`src/rtl/ballot_pkg.sv`:
```
// ballot_pkg
// Shared definitions for the ballot input conditioner.
// Contents:
//   state_t      - FSM states of the ballot front-end (2-bit)
//   NUM_CAND     - number of candidate buttons / outputs
//   BALLOT_CNT_W - width of the accepted-ballot counter
package ballot_pkg;

  typedef enum logic [1:0] {
    LOCKED  = 2'd0,
    ARMED   = 2'd1,
    EMIT    = 2'd2,
    RELEASE = 2'd3
  } state_t;

  localparam int NUM_CAND     = 3;
  localparam int BALLOT_CNT_W = 16;

endpackage

```
`src/rtl/ballot_input_conditioner_btn_debounce.sv`:
```
// btn_debounce
// Two-flop synchroniser followed by a debounce counter for one raw button.
// The debounced level only follows the synchronised level after the two
// have differed for DEBOUNCE_CYCLES consecutive cycles; any return to the
// current level restarts the count.
// Ports:
//   clk   - clock, rising edge
//   rst   - synchronous active-low reset
//   raw   - asynchronous raw button (high = pressed)
//   level - debounced button level
module btn_debounce #(
  parameter int DEBOUNCE_CYCLES = 16
) (
  input  logic clk,
  input  logic rst,
  input  logic raw,
  output logic level
);

  localparam int CNT_W = $clog2(DEBOUNCE_CYCLES + 1);

  logic             sync1_reg;
  logic             sync2_reg;
  logic             level_reg;
  logic [CNT_W-1:0] cnt_reg;

  always_ff @(posedge clk) begin
    if (!rst) begin
      sync1_reg <= 1'b0;
      sync2_reg <= 1'b0;
      level_reg <= 1'b0;
      cnt_reg   <= '0;
    end else begin
      sync1_reg <= raw;
      sync2_reg <= sync1_reg;
      if (sync2_reg != level_reg) begin
        // Last differing cycle of the window: adopt the new level.
        if (cnt_reg == CNT_W'(DEBOUNCE_CYCLES - 1)) begin
          level_reg <= sync2_reg;
          cnt_reg   <= '0;
        end else begin
          cnt_reg <= cnt_reg + CNT_W'(1);
        end
      end else begin
        cnt_reg <= '0;
      end
    end
  end

  assign level = level_reg;

endmodule

```
`src/rtl/ballot_input_conditioner.sv`:
```
// ballot_input_conditioner
// Debounces three candidate buttons and turns each authorised ballot into
// one fixed-length pulse on exactly one candidate line.
// Optional feature macro: BALLOT_TIMEOUT_EN (armed-state timeout).
// Ports:
//   clk              - clock, rising edge
//   rst              - synchronous active-low reset
//   i_raw_btn[2:0]   - raw candidate buttons, bit0 = candidate 1
//   i_ballot_enable  - officer authorisation, rising edge arms one ballot
//   i_voting_over    - session closed, forces LOCKED
//   o_candidate_1..3 - vote pulses, PULSE_LEN cycles wide
//   o_ballot_ready   - high while armed
//   o_multi_press    - sticky multi-button indication while armed
//   o_ballots_cast   - accepted-vote counter (wraps)
//   o_timeout        - one-cycle pulse on ballot expiry (0 without macro)
module ballot_input_conditioner
  import ballot_pkg::*;
#(
  parameter int DEBOUNCE_CYCLES = 16,
  parameter int PULSE_LEN       = 4,
  parameter int TIMEOUT_CYCLES  = 1024
) (
  input  logic        clk,
  input  logic        rst,
  input  logic [2:0]  i_raw_btn,
  input  logic        i_ballot_enable,
  input  logic        i_voting_over,
  output logic        o_candidate_1,
  output logic        o_candidate_2,
  output logic        o_candidate_3,
  output logic        o_ballot_ready,
  output logic        o_multi_press,
  output logic [15:0] o_ballots_cast,
  output logic        o_timeout
);

  localparam int PULSE_W = $clog2(PULSE_LEN + 1);

  logic [NUM_CAND-1:0] btn_db;

  generate
    for (genvar gi = 0; gi < NUM_CAND; gi++) begin : g_db
      btn_debounce #(
        .DEBOUNCE_CYCLES(DEBOUNCE_CYCLES)
      ) u_db (
        .clk  (clk),
        .rst  (rst),
        .raw  (i_raw_btn[gi]),
        .level(btn_db[gi])
      );
    end
  endgenerate

  state_t                  state_reg, state_next;
  logic                    en_prev_reg, en_edge_reg;
  logic [NUM_CAND-1:0]     choice_reg, choice_next;
  logic [NUM_CAND-1:0]     cand_reg, cand_next;
  logic                    ready_reg, ready_next;
  logic                    multi_reg, multi_next;
  logic [BALLOT_CNT_W-1:0] cast_reg, cast_next;
  logic [PULSE_W-1:0]      pulse_cnt_reg, pulse_cnt_next;
  logic                    any_pressed, one_hot, accept, timeout_hit;

  assign any_pressed = |btn_db;
  assign one_hot     = any_pressed && ((btn_db & (btn_db - NUM_CAND'(1))) == '0);
  // A vote is refused while the multi-press flag is still set, so releasing
  // two buttons one after the other cannot slip a vote through.
  assign accept      = (state_reg == ARMED) && one_hot && !multi_reg;

`ifdef BALLOT_TIMEOUT_EN
  localparam int TO_W = $clog2(TIMEOUT_CYCLES + 1);
  logic [TO_W-1:0] to_cnt_reg;
  logic            timeout_reg;

  assign timeout_hit = (state_reg == ARMED) && (to_cnt_reg == TO_W'(TIMEOUT_CYCLES - 1));

  // Counter is held at zero outside ARMED, which clears it on every entry.
  always_ff @(posedge clk) begin
    if (!rst) begin
      to_cnt_reg  <= '0;
      timeout_reg <= 1'b0;
    end else begin
      timeout_reg <= timeout_hit && !accept && !i_voting_over;
      if (state_reg != ARMED) to_cnt_reg <= '0;
      else                    to_cnt_reg <= to_cnt_reg + TO_W'(1);
    end
  end

  assign o_timeout = timeout_reg;
`else
  logic timeout_param_unused;
  assign timeout_param_unused = (TIMEOUT_CYCLES != 0);
  assign timeout_hit          = 1'b0;
  assign o_timeout            = 1'b0;
`endif

  always_ff @(posedge clk) begin
    if (!rst) begin
      state_reg     <= LOCKED;
      en_prev_reg   <= 1'b0;
      en_edge_reg   <= 1'b0;
      choice_reg    <= '0;
      cand_reg      <= '0;
      ready_reg     <= 1'b0;
      multi_reg     <= 1'b0;
      cast_reg      <= '0;
      pulse_cnt_reg <= '0;
    end else begin
      state_reg     <= state_next;
      en_prev_reg   <= i_ballot_enable;
      en_edge_reg   <= i_ballot_enable & ~en_prev_reg;
      choice_reg    <= choice_next;
      cand_reg      <= cand_next;
      ready_reg     <= ready_next;
      multi_reg     <= multi_next;
      cast_reg      <= cast_next;
      pulse_cnt_reg <= pulse_cnt_next;
    end
  end

  always_comb begin
    state_next     = state_reg;
    choice_next    = choice_reg;
    cast_next      = cast_reg;
    pulse_cnt_next = pulse_cnt_reg;
    multi_next     = multi_reg;

    unique case (state_reg)
      LOCKED: begin
        if (en_edge_reg) state_next = ARMED;
      end
      ARMED: begin
        if (!any_pressed)  multi_next = 1'b0;
        else if (!one_hot) multi_next = 1'b1;
        if (accept) begin
          choice_next    = btn_db;
          cast_next      = cast_reg + BALLOT_CNT_W'(1);
          pulse_cnt_next = '0;
          state_next     = EMIT;
        end else if (timeout_hit) begin
          state_next = LOCKED;
        end
      end
      EMIT: begin
        if (pulse_cnt_reg == PULSE_W'(PULSE_LEN - 1)) state_next = RELEASE;
        else pulse_cnt_next = pulse_cnt_reg + PULSE_W'(1);
      end
      RELEASE: begin
        // Hold until every button is up so a held press cannot vote again.
        if (!any_pressed) state_next = LOCKED;
      end
      default: state_next = LOCKED;
    endcase

    if (i_voting_over) state_next = LOCKED;
    if (state_next != ARMED) multi_next = 1'b0;

    // Outputs are registered from the next state so pulses are glitch-free.
    cand_next  = (state_next == EMIT) ? choice_next : '0;
    ready_next = (state_next == ARMED);
  end

  assign o_candidate_1  = cand_reg[0];
  assign o_candidate_2  = cand_reg[1];
  assign o_candidate_3  = cand_reg[2];
  assign o_ballot_ready = ready_reg;
  assign o_multi_press  = multi_reg;
  assign o_ballots_cast = cast_reg;

endmodule

```
`config.mk`:
```
export PLATFORM = sky130hd
export DESIGN_NAME = ballot_input_conditioner
export DESIGN_NICKNAME = d
export VERILOG_FILES = /design/src/rtl/ballot_pkg.sv /design/src/rtl/ballot_input_conditioner_btn_debounce.sv /design/src/rtl/ballot_input_conditioner.sv
export SDC_FILE = /design/constraint.sdc
export NUM_CORES = 1
export LEC_CHECK = 0
export BUFFER_PORTS_ARGS = -buffer_cell sky130_fd_sc_hd__buf_2
export CORE_ASPECT_RATIO = 1.25
export CORE_MARGIN = 5
export CORE_UTILIZATION = 50
export CTS_BUF_LIST = sky130_fd_sc_hd__clkbuf_4
export CTS_CLUSTER_DIAMETER = 50
export CTS_CLUSTER_SIZE = 25
export DETAILED_ROUTE_END_ITERATION = 16
export GPL_TIMING_DRIVEN = 0
export PLACE_DENSITY = 0.7
export REMOVE_ABC_BUFFERS = 1
export SLEW_MARGIN = 20
export SYNTH_ARGS = -nofsm -noshare
export SYNTH_HDL_FRONTEND = slang
export SYNTH_SLANG_ARGS = --single-unit
```
`constraint.sdc`:
```
create_clock -name clk -period 1.8 [get_ports clk]
set_clock_uncertainty 0.05 [all_clocks]
set_input_delay 0 -clock clk [delete_from_list [all_inputs] [get_ports clk]]
set_output_delay 0 -clock clk [all_outputs]
set_load 0.1 [all_outputs]
```
; ---- Word-level counts from Yosys, hierarchy flattened
; Index checks and enable logic that the tools add are counted.
[totals]
reg_bits = 55
output_inout_bits = 22
romBits = 0
memories = 0
inputBits = 7
ramBits = 0
latch_bits = 0
[classes]
n_eq_ne = 16
addsub = 6
bitwise_logic = 7
reduce_logical = 19
n_lt_le_gt_ge = 0
shift = 0
div_mod_pow = 0
mux = 13
mul = 0
[op_table]
columns = cell, count
row1 = $add 16x1->16 const B, 1
row2 = $add 5x1->5 const B, 3
row3 = $eq 5x4->1 const B, 3
row4 = $mux 3, 4
row5 = $reduce_and 2->1, 6
row6 = $reduce_or 3->1, 4
row7 = $mux 2, 5
row8 = $pmux 2 s4, 1
row9 = $eq 2x2->1 const B, 3
row10 = $ne 2x2->1 const B, 3
row11 = $pmux 3 s2, 1
row12 = $not 1->1, 5
row13 = $eq 2x1->1 const B, 2
row14 = $add 3x1->3 const B, 1
row15 = $and 3x3->3, 1
row16 = $eq 3x2->1 const B, 1
row17 = $logic_and 1x1->1, 3
row18 = $logic_not 3->1, 1
row19 = $ne 1x1->1, 3
row20 = $reduce_and 3->1, 1
row21 = $sub 3x1->3 const B, 1
row22 = $logic_not 2->1, 1
row23 = $mux 1, 2
row24 = $ne 2x1->1 const B, 1
row25 = 4 further kinds, 4

; ---- Longest topological paths before layout
; Gate-level depths: netlist (run 1).
[logic_depth]
word_depth = 11
depth_mapped = 6
mapped_depth_nobuf = 6

; ---- Modules after synthesis
; From an unflattened synthesis (run 1), not the netlist that was laid out.
[hier_totals]
hier_cells = 241
area_unflattened_um2 = 2301.0
[modules_own_cells]
columns = mod, cells_per_inst, area_per_inst_um2, instances
row1 = ballot_input_conditioner, 160, 1433.9, 1
row2 = btn_debounce, 27, 289.0, 3

; ---- Worst setup path before layout (run 1)
; Ideal clock, no wire load.
[synth_path]
path_type = register to register
start = register cast_reg[3] (netlist: o_ballots_cast[3])
end = register cast_reg[14] (netlist: o_ballots_cast[14])
setup_time_ns = 0.071
slack_ns = -0.495
stages_incl_launch_ff = 5
t_arrival_ns = 2.174
cell_sequence = dfxtp_1 and4_1 nand3_1 or4_1 a21oi_1
[synth_via]
elab_chain_cells = 1
[synth_rtl]
columns = element, line
row1 = start: declaration, ballot_input_conditioner.sv:60  ; logic [BALLOT_CNT_W-1:0] cast_reg, cast_next;
row2 = start signal: assignment, ballot_input_conditioner.sv:116  ; cast_reg <= cast_next;
row3 = $add 16x1->16, ballot_input_conditioner.sv:137  ; cast_next = cast_reg + BALLOT_CNT_W'(1);
; No other way between the ends.
; A chain may end at the register's enable or synchronous reset.

; ---- Worst setup path in the final report (run 1)
[layout_path]
start = register multi_reg (netlist: o_multi_press)
end = register cast_reg[7] (netlist: o_ballots_cast[7])
[layout_via]
elab_chain_cells = 3
[layout_rtl]
columns = element, line
row1 = start: declaration, ballot_input_conditioner.sv:59  ; logic multi_reg, multi_next;
row2 = start signal: assignment, ballot_input_conditioner.sv:115  ; multi_reg <= multi_next;
row3 = $logic_not 1->1, ballot_input_conditioner.sv:68  ; assign accept = (state_reg == ARMED) && one_hot && !multi_reg;
row4 = $logic_and 1x1->1, ballot_input_conditioner.sv:68
row5 = $reduce_and 2->1 (no source line), --
; No other way between the ends.

==> results.cfg, run 1 <==
[timing]
final.setup.tns_ps = 0
slew_headroom_pct = 49.5
fin_crit_sh_pct = 96.6
tightest_slew_ps = 756
fin_crit_ps = 1740
maxClockFrequency_ghz = 0.575
finalSetupViolCount = 0
final_hold_viol_count = 0
slew_viol_final = 0

[finish]
layout_commonest_cell = dfxtp_1
area_growth_pct = 24.3
layout_common_cells = dfxtp_1 (48), nor2_1 (27), buf_2 (27), a21oi_1 (17), inv_1 (15)
nets = 324
post-route-util_pct = 63.0
diodes = 0
fill_cells = 411
layout-drive-gt1-share_pct = 24.0
largest_reg_flops = 16

[critical_path]
arrival_ps = 1980
r2r_slack_ps = 60
required_ps = 2050
worst-path-max-fanout = 5
crit_type = register to register
crit_path_start_kind = register
end_kind = register

[grt]
grt_pass1_vias = 1836
track_usage_pct = 15.3
grt_pass1_wl_um = 7670
overflow = 0
grt_max_degree = 25
grt_antenna_before_repair = 0

[logic_synthesis]
ys_warn_count = 0
syn_area_sq_mm = 0.00236
yosysUniqueCellTypes = 46
synthCells = 256
synthFlopType = dfxtp_1
async_flop_share_pct = 0
yosys_register_bits = 55
syn_avg_cell_area_sq_um = 9.23
synth_edf_count = 0
ys_seq_area_share_pct = 46.6

[power]
pwr-share-comb_pct = 6.2
powerDensity_mw_per_mm2 = 682
leakage_nw = 1.14
finalPower_mw = 2.00
peakVddDrop_uv = 501
p_switching_mw = 0.442
clkPwrFrac_pct = 32.3
pwr-share-seq_pct = 61.5
internal_power_mw = 1.56
switching_share_pct = 22.1

[route]
dr.pass1.iters = 4
dr.first_iter.drc_count = 78
routed_wl_um = 4760
drc_errors = 0
wl_per_cell_um = 12.9
ant_nets = 0
vias = 1988
viasPerCell = 5.40

[die]
dieHeight_um = 86.9
fp.dieW_um = 71.5
coreArea_sq_mm = 0.00466
num_rows = 28
initial_core_util_pct = 50.7
ioPinCount = 29
die-area_sq_mm = 0.00621

[cts]
cts.sinks = 55
h-tree-depth = 2
clk_latency_ps = 370
cts_tree = yes
cts-root-buf = clkbuf_4
clkTransAtPathRegs_ps = 150
clock_path_buffers = 2
cts_buffers = 5

[place]
place_hpwl_um = 2990
gp_congestion = 0.738
port-buffer-count = 27

[min_path]
min_path_type = register to register

[status]
run_status = finished, final reports clean

[job]
drv_cap = 0
critical path, stage by stage, from the launching register on:
cell and delay [ps]:
dfxtp_4 390, nor3b_4 190, buf_6 150, o2111ai_2 210, or4_1 520, a21oi_1 150
cells in the mapped netlist (all sizes together), types with 5 or more instances:
cell | n | area share [%]
dfxtp | 55 | 47
nor2 | 27 | 4.3
a21oi | 17 | 3.6
inv | 15 | 2.4
nand2 | 12 | 1.9
nand3 | 12 | 2.5
and2 | 11 | 2.9
ha | 9 | 4.8
or4 | 9 | 2.9
mux2i | 8 | 3.4
o31ai | 8 | 2.5
buf | 7 | 2.1
or3 | 6 | 1.6
xnor2 | 6 | 2.2
nand2b | 5 | 1.3
o21ai | 5 | 1.1
xor2 | 5 | 1.9
path summary, 6_finish.rpt:
kind	startpoint	end	depth (start not counted)
worst max register to register	o_multi_press	o_ballots_cast[7]	5
worst min-delay path	en_prev_reg	en_edge_reg	1
worst max-delay path	o_multi_press	o_ballots_cast[7]	5
worst min register to register	en_prev_reg	en_edge_reg	1
kinds of logic (layout without fill, tap and decap cells):
family	Yosys count	after routing	synth area share (%)
other	1	1	0.159
AOI/OAI and AO/OA	42	43	11.5
muxes	8	8	3.39
adders and majority gates	9	9	4.77
buffers and inverters	26	77	5.14
DFF	55	55	46.6
xor gates and xnor gates	11	11	4.08
and+or+nand+nor	104	104	24.4
what timing repair did:
action	in CTS	in global routing
hold buffers	10	0
pin swaps	2	8
setup buffers	6	9
endpoints found under the hold margin	19	0
cloned	0	1
setup endpoints to repair	18	18
resized for setup	13	16
metal layers:
| metal | GRT usage, % | wire length [um] | vias to the layer above |
|---|---|---|---|
| li1 | - | - | 1002 |
| met2 | 26.7 | 2390 | 34 |
| met1 | 17.8 | 2110 | 944 |
| met5 | 0 | 0 | - |
| met4 | 7.01 | 103 | 0 |
| met3 | 3.23 | 148 | 8 |
power by group through the flow:
| stage | registers (mW) | logic, mW | clock network (mW) |
|---|---|---|---|
| after global placement | 1.27 | 0.0905 | 0 |
| after global routing | 1.24 | 0.135 | 0.719 |
| after detailed placement | 1.27 | 0.0917 | 0 |
| after CTS | 1.24 | 0.116 | 0.672 |
| final | 1.23 | 0.123 | 0.647 |
| after floorplan | 1.28 | 0.0571 | 0 |
stage by stage:
step           cell area (sq um)  hold slack [ps]  setup slack, ps  std cells
3_5_place_dp                2530              158             -351        335
5_1_grt                     2940              374            -32.9        368
2_1_floorplan               2300             71.7             -531        246
6_report                    2940              342             60.5        368
3_3_place_gp                2510              158             -667        333
4_1_cts                     2790              349             8.43        358
area by class of cell:
type                            instances  area [sq um]  share of cell area, %
Multi-Input combinational cell        176          1230                   41.9
Sequential cell                        55          1120                   38.3
Timing Repair Buffer                   54           368                   12.5
Tap cell                               60          75.1                   2.56
Inverter                               16          63.8                   2.17
Clock buffer                            5          37.5                   1.28
Clock inverter                          2          37.5                   1.28
Power figures use the tool's default switching activity.
==> run 2: changes to the inputs <==
- PLACE_DENSITY: 0.7 -> 0.73
- clock period: 1.8 -> 1.4 ns (I/O delays scaled with it)
==> run 2 against run 1 <==
Effect of this change:
- the run now ends with setup timing left
- register-to-register slack lost 420 ps
- core utilization grew 9.8 points
- non-clock buffer count grew 13
- count of clock-buffer cells in the layout is the same
- clock power grew 40%
==> results.cfg, run 2 (synthesized netlist as in run 1, its figures left out) <==
[min_path]
holdPathStages = 4
min_path_type = input pin to register
min_from = rst
worstHoldEndpoint = state_reg[1]

[route]
dr.pass1.iters = 4
dr.first_iter.drc_count = 134
wl_per_cell_um = 15.6
vias = 2118
routed_wl_um = 5960
drc_errors = 0
ant_nets = 0
viasPerCell = 5.54

[timing]
rsz0062_at_grt = true
fin_crit_sh_pct = 125
tightest_slew_ps = 769
final.setup.tns_ps = -9510
finalSetupViolCount = 43
maxClockFrequency_ghz = 0.569
final_hold_viol_count = 0
slew_viol_final = 0
slew_headroom_pct = 48.7
fin_crit_ps = 1760
setup_slack_ps = -357

[cts]
clk_latency_ps = 380
clock_path_buffers = 2
h-tree-depth = 2
clkTransAtPathRegs_ps = 170
cts.sinks = 55
cts_tree = yes
cts_buffers = 5
cts-root-buf = clkbuf_4

[power]
switching_share_pct = 24.0
p_switching_mw = 0.646
pwr-share-seq_pct = 59.0
pwr-share-comb_pct = 7.5
finalPower_mw = 2.70
peakVddDrop_uv = 733
leakage_nw = 1.27
internal_power_mw = 2.05
powerDensity_mw_per_mm2 = 794
clkPwrFrac_pct = 33.5

[critical_path]
end_kind = register
worst-path-max-fanout = 4
crit_path_start_kind = register
reg2reg_to = o_ballots_cast[4]
reg2regPathDepth = 7
cpMostUsedCell = buf_4
max_stage_delay_ps = 390
slowest_stage = dfxtp_4
required_ps = 1660
cp_cell_sequence = nor3b_4, buf_4, o211ai_1, buf_4, buf_6, or3_4, a21oi_2
r2r-start = o_multi_press
r2r_slack_ps = -360
arrival_ps = 2010
crit_type = register to register

[grt]
grt_antenna_before_repair = 0
overflow = 0
track_usage_pct = 18.6
grt_pass1_wl_um = 9250
grt_pass1_vias = 2081
grt_max_degree = 25

[finish]
fill_cells = 343
largest_reg_flops = 16
diodes = 0
instances_no_fill = 382
nets = 337
layout-drive-gt1-share_pct = 39.1
layout_commonest_cell = dfxtp_1
layout_common_cells = dfxtp_1 (40), nor2_1 (27), buf_2 (24), buf_4 (20)
area_growth_pct = 43.6

[die]
ioPinCount = 29
fp.dieW_um = 71.5
die-area_sq_mm = 0.00621
initial_core_util_pct = 50.7
num_rows = 28
dieHeight_um = 86.9
coreArea_sq_mm = 0.00466

[place]
place_hpwl_um = 3000
dp_cells = 334
gp_congestion = 0.778
port-buffer-count = 27

[status]
violations = setup timing
run_status = finished with violations

[job]
drv_cap = 0
[run 2: changes by cell type in the layout (fill, tap and decap cells not counted), moves of 5 or more]
cell     previous run  this run
buf_4              14        20
dfxtp_1            48        40
ha_1                8         1
dfxtp_2             1         8
ha_4                0         5
buf_6               2        11
[run 2: how the worst max path moves through the flow]
stage | start | to | slack, ps | cells past startpoint
floorplan | o_ballots_cast[2] | o_ballots_cast[9] | -930 | 3
global placement | g_db[1].u_db.level | choice_reg[0] | -1020 | 4
detailed placement | g_db[1].u_db.level | o_ballots_cast[1] | -820 | 5
CTS | g_db[1].u_db.level | o_ballots_cast[6] | -300 | 4
global route | g_db[1].u_db.level | o_ballots_cast[4] | -420 | 6
finish | o_multi_press | o_ballots_cast[4] | -360 | 7
[run 2: layout make-up]
class                      count  area [sq um]  area share (%)
multi-input combinational    176          1520            44.9
sequential                    55          1140            33.5
timing repair buffer          67           512            15.1
tap                           60          75.1            2.21
inverter                      16          61.3            1.81
clock inverter                 3          47.5            1.40
clock buffer                   5          37.5            1.11
[run 2: stage by stage]
stage / hold slack [ps] / area, sq um / util [%] / worst slack [ps]
after global routing: 20.3 / 3390 / 72.8 / -419
after detailed placement: 161 / 2520 / 54.1 / -824
final: 43.1 / 3390 / 72.8 / -357
after global placement: 156 / 2510 / 53.9 / -1020
after CTS: 13.4 / 3120 / 66.9 / -302
after floorplan: 71.7 / 2300 / - / -931
[run 2: timing repair]
item	in CTS	in global routing
gates cloned	1	0
gates resized for setup	52	53
endpoints found under the hold margin	19	0
hold buffers	11	0
setup endpoints to repair	46	51
buffers inserted	23	6
pin swaps	18	20
[run 2: power by group through the flow]
| stage | clock, mW | sequential (mW) | combinational (mW) |
|---|---|---|---|
| 2_1_floorplan | 0 | 1.65 | 0.0735 |
| 6_report | 0.904 | 1.59 | 0.203 |
| 5_1_grt | 1.00 | 1.59 | 0.217 |
| 4_1_cts | 0.913 | 1.59 | 0.181 |
| 3_5_place_dp | 0 | 1.63 | 0.118 |
| 3_3_place_gp | 0 | 1.63 | 0.116 |
[run 2: layer usage]
metal / vias up / share of wire [%] / global-route usage, % / wire (um)
met2: 54 / 52 / 33.1 / 3090
met1: 1023 / 43 / 21.8 / 2540
met5: - / 0 / 0 / 0
met4: 0 / 1.8 / 6.32 / 109
li1: 1032 / - / - / -
met3: 9 / 3.6 / 4.39 / 212
[run 2: worst max-delay path, delay by kind of cell (launching register included)]
family	cells	cell delay (ps)
simple gates	2	560
buf+inv	3	450
compound gates	2	250
flops	1	390
==> run 3: changes to the inputs <==
==> constraint.sdc (replaced) <==
create_clock -name clk -period 1.4 [get_ports clk]
set_clock_uncertainty 0.05 [all_clocks]
set_input_delay 0.28 -clock clk [delete_from_list [all_inputs] [get_ports clk]]
set_output_delay 0.28 -clock clk [all_outputs]
set_load 0.1 [all_outputs]
==> run 3 against run 2 <==
Effect of this change:
- the run still ends with setup timing left
- sequential power about the same
- count of clock-buffer cells in the layout stayed put
- global-route usage is 0.68 points lower
- register-to-register slack worse by 20 ps
- via count down 2.3%
- total power decreased by 0.62%
- fmax decreased by 0.97%
- routed wire length increased by 3.0%
- final cell count down 2.6%
- die area is the same
==> results.cfg, run 3 (synthesized netlist as in run 1, its figures left out) <==
[status]
violations = setup timing
run_status = finished with violations

[finish]
largest_reg_flops = 16
layout_commonest_cell = dfxtp_1
layout_common_cells = dfxtp_1 (29), nor2_1 (27), buf_4 (23), dfxtp_2 (18)
area_growth_pct = 47.2
layout-drive-gt1-share_pct = 44.2
multiInputGateArea_sq_mm = 0.00151
instances_no_fill = 372
fill_cells = 312
seq_area_sq_mm = 0.00115
diodes = 0
post-route-util_pct = 74.6
nets = 327
stdcell_area_sq_mm = 0.00348

[timing]
slew_viol_final = 0
finalSetupViolCount = 45
rsz0062_at_grt = true
setup_slack_ps = -374
slew_headroom_pct = 46.6
final.setup.tns_ps = -10080
final_hold_viol_count = 0
maxClockFrequency_ghz = 0.564
tightest_slew_ps = 801
fin_crit_sh_pct = 127
fin_crit_ps = 1770
fin_hold_ws_ps = 41.1

[route]
ant_nets = 0
vias = 2070
dr.pass1.iters = 4
drc_errors = 0
dr.first_iter.drc_count = 114
routed_wl_um = 6140
wl_per_cell_um = 16.5
viasPerCell = 5.56

[grt]
overflow = 0
grt_antenna_before_repair = 0
grt_pass1_wl_um = 9000
track_usage_pct = 18.0
grt_max_degree = 25
grt_pass1_vias = 1987

[cts]
clk_latency_ps = 390
clock_path_buffers = 2
cts.sinks = 55
cts-root-buf = clkbuf_4
hold_buffers = 0
cts_tree = yes
cts_buffers = 5
h-tree-depth = 2
clkTransAtPathRegs_ps = 160

[die]
dieHeight_um = 86.9
coreArea_sq_mm = 0.00466
num_rows = 28
fp.dieW_um = 71.5
initial_core_util_pct = 50.7
ioPinCount = 29
die-area_sq_mm = 0.00621

[job]
drv_cap = 0

[power]
powerDensity_mw_per_mm2 = 771
leakage_nw = 1.26
finalPower_mw = 2.68
peakVddDrop_uv = 592

[critical_path]
crit_path_start_kind = register
arrival_ps = 2040
crit_type = register to register
end_kind = register
worst-path-max-fanout = 7
required_ps = 1660

[place]
gp_congestion = 0.778
dp_cells = 334
pre_cts_slack_ps = -824
place_hpwl_um = 3000
port-buffer-count = 27
post_dp_cell_area_sq_mm = 0.00252

[min_path]
min_path_type = input pin to register
==> run 3: area by class of cell <==
| class | instances | area share, % |
|---|---|---|
| inverters | 16 | 1.76 |
| clock inverters | 3 | 1.37 |
| flip-flops and latches | 55 | 33.2 |
| well taps | 60 | 2.16 |
| clock buffers | 5 | 1.08 |
| multi-input cells | 176 | 43.4 |
| repair buffers | 57 | 17.0 |
==> run 3: power by group <==
group	internal, mW	total [mW]	leakage, nW	switching, mW
Combinational	0.0726	0.184	0.757	0.112
Sequential	1.57	1.59	0.461	0.0138
Clock	0.387	0.909	0.0458	0.522
Total	2.03	2.68	1.26	0.647
==> run 3: worst paths after layout <==
check | from | to | slack, ps | cells after the start
worst min register to register | en_prev_reg | en_edge_reg | 340 | 1
worst max register to register | g_db[1].u_db.level | o_ballots_cast[6] | -370 | 5
worst min-delay path | i_raw_btn[1] | g_db[1].u_db.sync1_reg | 40 | 2
worst max-delay path | g_db[1].u_db.level | o_ballots_cast[6] | -370 | 5
==> run 3: timing repair <==
item / CTS / global route
gates resized for setup: 102 / 66
setup buffers: 23 / 7
setup endpoints to repair: 65 / 62
gates cloned: 1 / 0
hold endpoints to repair: 0 / 0
pin swaps: 18 / 17
==> run 3: per-layer routing <==
layer	GRT usage (%)	wire, um	share of wire, %	up-vias
li1	-	-	-	1008
met1	21.5	2420	39	988
met2	31.0	3280	53	57
met3	4.73	252	4.1	17
met4	5.98	185	3.0	0
met5	0	0	0	-
==> run 3: worst max-delay path, stage by stage, from the launching register on <==
cell       delay, ps
dfxtp_4          450
xor2_4           230
buf_4            160
o2111ai_4        160
or4_1            450
a21oi_1          190
